$ cat src/rtl/ttt_move_ctrl.sv
// ttt_move_ctrl: button debounce, move validation, mark commit, turn
// alternation and win/draw evaluation for the TicTacToe datapath.
// Optional build macro TTT_SCORE_EN adds saturating per-side win scores.
module ttt_move_ctrl #(
  parameter int DB_CYC = 4
) (
  input  logic        clk,
  input  logic        reset,
  input  logic        btn,
  input  logic [3:0]  sel,
  input  logic        ng,
  output logic        mv_stb,
  output logic [1:0]  cell_code,
  output logic        gend,
  output logic [17:0] board,
  output logic        turn,
  output logic [1:0]  winner,
  output logic        err
`ifdef TTT_SCORE_EN
  ,
  output logic [3:0]  score_x,
  output logic [3:0]  score_o
`endif
);

  typedef enum logic [1:0] {PLAY, COMMIT, EVAL, DONE} state_t;

  localparam logic [7:0] DB_LAST = 8'(DB_CYC - 1);

  logic        btn_p0, btn_p1;
  logic        db_lvl;
  logic [7:0]  db_cnt;
  logic        press_p2;

  state_t      state_q, state_d;
  logic [3:0]  sel_q;
  logic [3:0]  mcount;
  logic [1:0]  mover;
  logic        legal, win;
  logic        stb_d, err_d, latch_sel;

  function automatic logic [1:0] cell_at(input logic [17:0] b, input logic [3:0] idx);
    logic [1:0] c;
    c = 2'b00;
    for (int i = 0; i < 9; i++)
      if (idx == 4'(i)) c = b[2*i +: 2];
    return c;
  endfunction

  function automatic logic has_line(input logic [17:0] b, input logic [1:0] code);
    logic [8:0] m;
    for (int i = 0; i < 9; i++)
      m[i] = (b[2*i +: 2] == code);
    return (&m[2:0]) | (&m[5:3]) | (&m[8:6]) |
           (m[0] & m[3] & m[6]) | (m[1] & m[4] & m[7]) | (m[2] & m[5] & m[8]) |
           (m[0] & m[4] & m[8]) | (m[2] & m[4] & m[6]);
  endfunction

`ifdef TTT_SCORE_EN
  function automatic logic [3:0] sat_inc4(input logic [3:0] v);
    return (v == 4'hF) ? v : v + 4'd1;
  endfunction
`endif

  assign mover = turn ? 2'b10 : 2'b01;
  assign legal = (sel <= 4'd8) && (cell_at(board, sel) == 2'b00);
  assign win   = has_line(board, mover);

  // Synchronize the raw button, debounce it and emit a pulse on each accepted rising level.
  always_ff @(posedge clk) begin
    if (!reset) begin
      btn_p0   <= 1'b0;
      btn_p1   <= 1'b0;
      db_lvl   <= 1'b0;
      db_cnt   <= '0;
      press_p2 <= 1'b0;
    end else begin
      // stage p0/p1: two-flop synchronizer
      btn_p0   <= btn;
      btn_p1   <= btn_p0;
      // stage p2: debounce counter and press pulse
      press_p2 <= 1'b0;
      if (btn_p1 != db_lvl) begin
        if (db_cnt == DB_LAST) begin
          db_lvl   <= btn_p1;
          db_cnt   <= '0;
          press_p2 <= btn_p1;
        end else begin
          db_cnt <= db_cnt + 8'd1;
        end
      end else begin
        db_cnt <= '0;
      end
    end
  end

  // Move FSM state register.
  always_ff @(posedge clk) begin
    if (!reset) state_q <= PLAY;
    else        state_q <= state_d;
  end

  // Next-state and strobe decode; a new-game request overrides everything.
  always_comb begin
    state_d   = state_q;
    stb_d     = 1'b0;
    err_d     = 1'b0;
    latch_sel = 1'b0;
    case (state_q)
      PLAY: begin
        if (press_p2) begin
          if (legal) begin
            state_d   = COMMIT;
            latch_sel = 1'b1;
          end else begin
            err_d = 1'b1;
          end
        end
      end
      COMMIT: begin
        stb_d   = 1'b1;
        state_d = EVAL;
      end
      EVAL: begin
        if (win || mcount == 4'd9) state_d = DONE;
        else                       state_d = PLAY;
      end
      default: state_d = DONE;
    endcase
    if (ng) begin
      state_d   = PLAY;
      stb_d     = 1'b0;
      err_d     = 1'b0;
      latch_sel = 1'b0;
    end
  end

  // Capture the target cell of an accepted move.
  always_ff @(posedge clk) begin
    if (latch_sel) sel_q <= sel;
  end

  // Board, turn, result and strobe registers.
  always_ff @(posedge clk) begin
    if (!reset) begin
      board     <= '0;
      turn      <= 1'b0;
      cell_code <= 2'b00;
      winner    <= 2'b00;
      gend      <= 1'b1;
      mcount    <= '0;
      mv_stb    <= 1'b0;
      err       <= 1'b0;
    end else begin
      mv_stb <= stb_d;
      err    <= err_d;
      if (ng) begin
        board     <= '0;
        turn      <= 1'b0;
        cell_code <= 2'b00;
        winner    <= 2'b00;
        gend      <= 1'b1;
        mcount    <= '0;
      end else begin
        case (state_q)
          COMMIT: begin
            for (int i = 0; i < 9; i++)
              if (sel_q == 4'(i)) board[2*i +: 2] <= mover;
            cell_code <= mover;
            mcount    <= mcount + 4'd1;
          end
          EVAL: begin
            if (win) begin
              winner <= mover;
              gend   <= 1'b0;
            end else if (mcount == 4'd9) begin
              winner <= 2'b11;
              gend   <= 1'b0;
            end else begin
              turn <= ~turn;
            end
          end
          default: ;
        endcase
      end
    end
  end

`ifdef TTT_SCORE_EN
  // Per-side win tally; survives new-game requests, cleared only by reset.
  always_ff @(posedge clk) begin
    if (!reset) begin
      score_x <= '0;
      score_o <= '0;
    end else if (!ng && state_q == EVAL && win) begin
      if (turn) score_o <= sat_inc4(score_o);
      else      score_x <= sat_inc4(score_x);
    end
  end
`endif

endmodule
$ cat config.mk
export PLATFORM = sky130hd
export DESIGN_NAME = ttt_move_ctrl
export DESIGN_NICKNAME = d
export VERILOG_FILES = /design/src/rtl/ttt_move_ctrl.sv
export SDC_FILE = /design/constraint.sdc
export NUM_CORES = 1
export LEC_CHECK = 0
export ABC_AREA = 0
export CAP_MARGIN = 0
export CORE_UTILIZATION = 53
export CTS_CLUSTER_DIAMETER = 150
export CTS_CLUSTER_SIZE = 20
export DETAILED_ROUTE_END_ITERATION = 10
export PLACE_DENSITY_LB_ADDON = 0.1
export SLEW_MARGIN = 10
export SYNTH_ARGS = -nofsm -noshare
export SYNTH_HDL_FRONTEND = slang
export SYNTH_SLANG_ARGS = --single-unit
$ cat constraint.sdc
create_clock -name clk -period 2.3 [get_ports clk]
set_clock_uncertainty 0.1 [all_clocks]
set_input_delay 0.69 -clock clk [delete_from_list [all_inputs] [get_ports clk]]
set_output_delay 0.69 -clock clk [all_outputs]
set_load 0.03 [all_outputs]
==> results <==
Yosys cell counts, types with 2 or more instances:
master / number / area, um^2
clkbuf_1: 4 / 15.01
edfxtp_1: 4 / 120.1
o221a_1: 2 / 22.52
inv_1: 6 / 22.52
o31a_1: 2 / 17.52
nor3_1: 5 / 25.02
ha_1: 3 / 37.54
o21ai_1: 2 / 10.01
o22ai_1: 7 / 43.79
and2_1: 2 / 12.51
nand2_1: 29 / 108.9
o21ai_0: 2 / 10.01
and3_1: 3 / 18.77
nor2b_1: 4 / 25.02
nand2b_1: 3 / 18.77
xor2_1: 9 / 78.83
mux2i_1: 4 / 40.04
nand3_1: 16 / 80.08
a221oi_1: 2 / 17.52
o32ai_1: 3 / 26.28
or2b_1: 5 / 37.54
a21oi_1: 22 / 110.1
nor3b_1: 5 / 37.54
nor2_1: 54 / 202.7
or2b_2: 2 / 17.52
dfxtp_1: 44 / 880.8
buf_6: 2 / 22.52
nand3b_1: 4 / 30.03
metal layers:
| metal | global-route usage | wire (um) |
|---|---|---|
| met3 | 0.06419 | 319 |
| met1 | 0.2917 | 2107 |
| met2 | 0.4050 | 2414 |
| met4 | 0.1037 | 80 |
| met5 | 0 | 0 |
final cells by class:
type,count,area (um^2),area share
Multi-Input combinational cell,207,1209,0.4269
Sequential cell,48,1001,0.3535
Timing Repair Buffer,47,447.9,0.1582
Clock buffer,6,72.57,0.02563
Tap cell,50,62.56,0.02209
Inverter,6,22.52,0.007954
Clock inverter,2,16.27,0.005745
repair_timing:
action | 4_1_cts | 5_1_grt
pin swaps | 1 | 0
endpoints found under the setup margin | 4 | 7
resized for setup | 6 | 4
power by group through the flow:
| stage | clock (uW) | combinational [uW] | sequential, uW |
|---|---|---|---|
| finish | 502 | 63.2 | 844 |
| global placement | 0 | 59.8 | 864 |
| CTS | 515 | 61.7 | 845 |
| global route | 550 | 69.4 | 845 |
| detailed placement | 0 | 60.8 | 864 |
| floorplan | 0 | 23.8 | 864 |
flip-flops by register name (all words and copies together), names as in the netlist, 2 cells and up:
name and cells:
cell_code 2, board 18, state_q 2, mcount 4
db_cnt 8, winner 2, sel_q 4
final timing paths:
kind,start,end,slack (ns),cells past startpoint
hold reg to reg,btn_p0,btn_p1,0.34,1
hold / removal,btn_p0,btn_p1,0.34,1
setup / recovery,board[13],board[13],0.06,1
setup reg to reg,turn,winner[0],0.17,7
layout by cell type, fill, tap and decap left out, types with 3 or more instances in the layout:
| master | instances |
|---|---|
| nor2_1 | 52 |
| dfxtp_1 | 44 |
| nand2_1 | 29 |
| clkdlybuf4s50_1 | 28 |
| a21oi_1 | 22 |
| nand3_1 | 16 |
| buf_4 | 14 |
| xor2_1 | 9 |
| o22ai_1 | 7 |
| inv_1 | 6 |
| nor3b_1 | 5 |
| or2b_1 | 5 |
| clkbuf_8 | 5 |
| nor2b_1 | 4 |
| nor3_1 | 4 |
| mux2i_1 | 4 |
| nand3b_1 | 4 |
| edfxtp_1 | 4 |
| nand2b_1 | 3 |
| and3_1 | 3 |
| o32ai_1 | 3 |
| ha_1 | 3 |
kinds of logic after synthesis:
family,after synthesis,share of synthesized area
flops,48,0.4442
compound gates,48,0.1410
simple gates,142,0.3098
mux,4,0.01777
xor+xnor,10,0.03887
fa+ha+maj,3,0.01666
buf+inv,14,0.03165
stage by stage:
| stage | area (um^2) | TNS (ns) | worst slack [ns] | power (uW) | instances |
|---|---|---|---|---|---|
| 2_1_floorplan | 2253 | 0 | 0.1945 | 887.8 | 269 |
| 3_3_place_gp | 2713 | -2.062 | -0.3790 | 923.9 | 358 |
| 3_5_place_dp | 2713 | -2.322 | -0.4368 | 925.0 | 358 |
| 4_1_cts | 2815 | 0 | 0.03332 | 1421 | 366 |
| 5_1_grt | 2831 | 0 | 0.006822 | 1464 | 366 |
| 6_report | 2831 | 0 | 0.05526 | 1409 | 366 |
==> metrics.md <==
| Metric | Value |
|---|---|
| Clk_lat worst skew | 0.31 ns |
| P_sw | 318.9 uW |
| CP delay by family, top | buffers and inverters |
| Starting Density | 0.5593 |
| Hold_buf cts | 0 |
| IO Count | 34 |
| Unrepaired setup endpoints after global routing | no |
| Mean routed wirelength per cell | 13.45 um |
| Startpoint types | register |
| DRC | 0 |
| Pre-antenna DRT Iters | 4 |
| Warnings, synthesis | 0 |
| Part of the power in combinational logic | 0.045 |
| Post-CTS Setup Bufs | 0 |
| Critical-path top delay cell | clkdlybuf4s50_1 |
| Slowest stage delay, CP | 0.71 ns |
| Tmin final | 2.245 ns |
| Final Core Density | 0.7028 |
| Post-Synthesis Cell Area | 2253 um^2 |
| Hpwl dp | 3580 um |
| WL final | 4921 um |
| Via-per-instance ratio | 5.546 |
| Syn nets | 280 |
| Rel. slew slack | 0.6925 |
| Hold violation count in the final report | 0 |
| PortBufs | 33 |
| Flop pwr share | 0.599 |
| H-tree levels | 2 |
| Largest net degree at the start of global routing | 29 |
| Post-synthesis average cell area | 8.377 um^2 |
| Slew @ Worst Pin | 0.4587 ns |
| Critical path, cell by cell | clkdlybuf4s50_1 |
| Fin crit share | 0.9760 |
| Clock-pin slew on the worst setup and hold paths | 0.09 ns |
| Chip Height | 67.21 um |
| CP Capture Type | output port |
| VDD IR max | 0.4252 mV |
| First-pass GRT wire length | 8045 um |
| Max cap viols | 0 |
| Clock sink count | 48 |
| Hold WS | 0.3398 ns |
| Fillers | 321 |
| Root buffer cell | clkbuf_8 |
| Final nets | 326 |
| FF+latch count, synth | 48 |
| Int Pwr | 1090 uW |
| Sw Share | 0.2263 |
| Vias in the first global route | 1803 |
| Num CTS Buffers | 5 |
| Post-synth cell types | 47 |
| Synth Instances | 269 |
| Post-synthesis sequential area ratio | 0.4442 |
| Setup violators final | 0 |
| # diodes | 0 |
| Clock power frac | 0.356 |
| Post-synthesis async set-or-reset flop share | 0 |
| Pwr dens | 497.7 nW/um^2 |
| Status | completed |
| Critical path class | register to output port |
| Initial DRC Count | 140 |
| Row count | 23 |
| Area of the die | 4517 um^2 |
| LEAKAGE | 0.001019 uW |
| Clk buf depth | 2 |
| RePlAce Congestion | 0.8641 |
| P&R area growth vs syn | 25.65% |
| Required time of the critical path | 1.51 ns |
| Fraction of layout cells with a size suffix above 1 | 0.1076 |
| Max FO, Critical Path | 6 |
| Grt total ovfl | 0 |
| Hold/Removal Path Class | register to register |
| Critical Path AT | 1.45 ns |
| CTS tree | built |
| ANT nets after route | 0 |
| Gr usage total | 0.2424 |
| Primary FF master, synth | dfxtp_1 |
| Core Area | 4029 um^2 |
| Vias | 2030 |
| Number of synthesized flops with an enable pin | 4 |
| Initial antenna violation count | 0 |
| Slew Limit Fails | 0 |
| DIE WIDTH | 67.21 um |
| Max Fclk | 445.5 MHz |
| Worst Path Buf+Inv | 1 |
(Power assumes the default switching activity.)
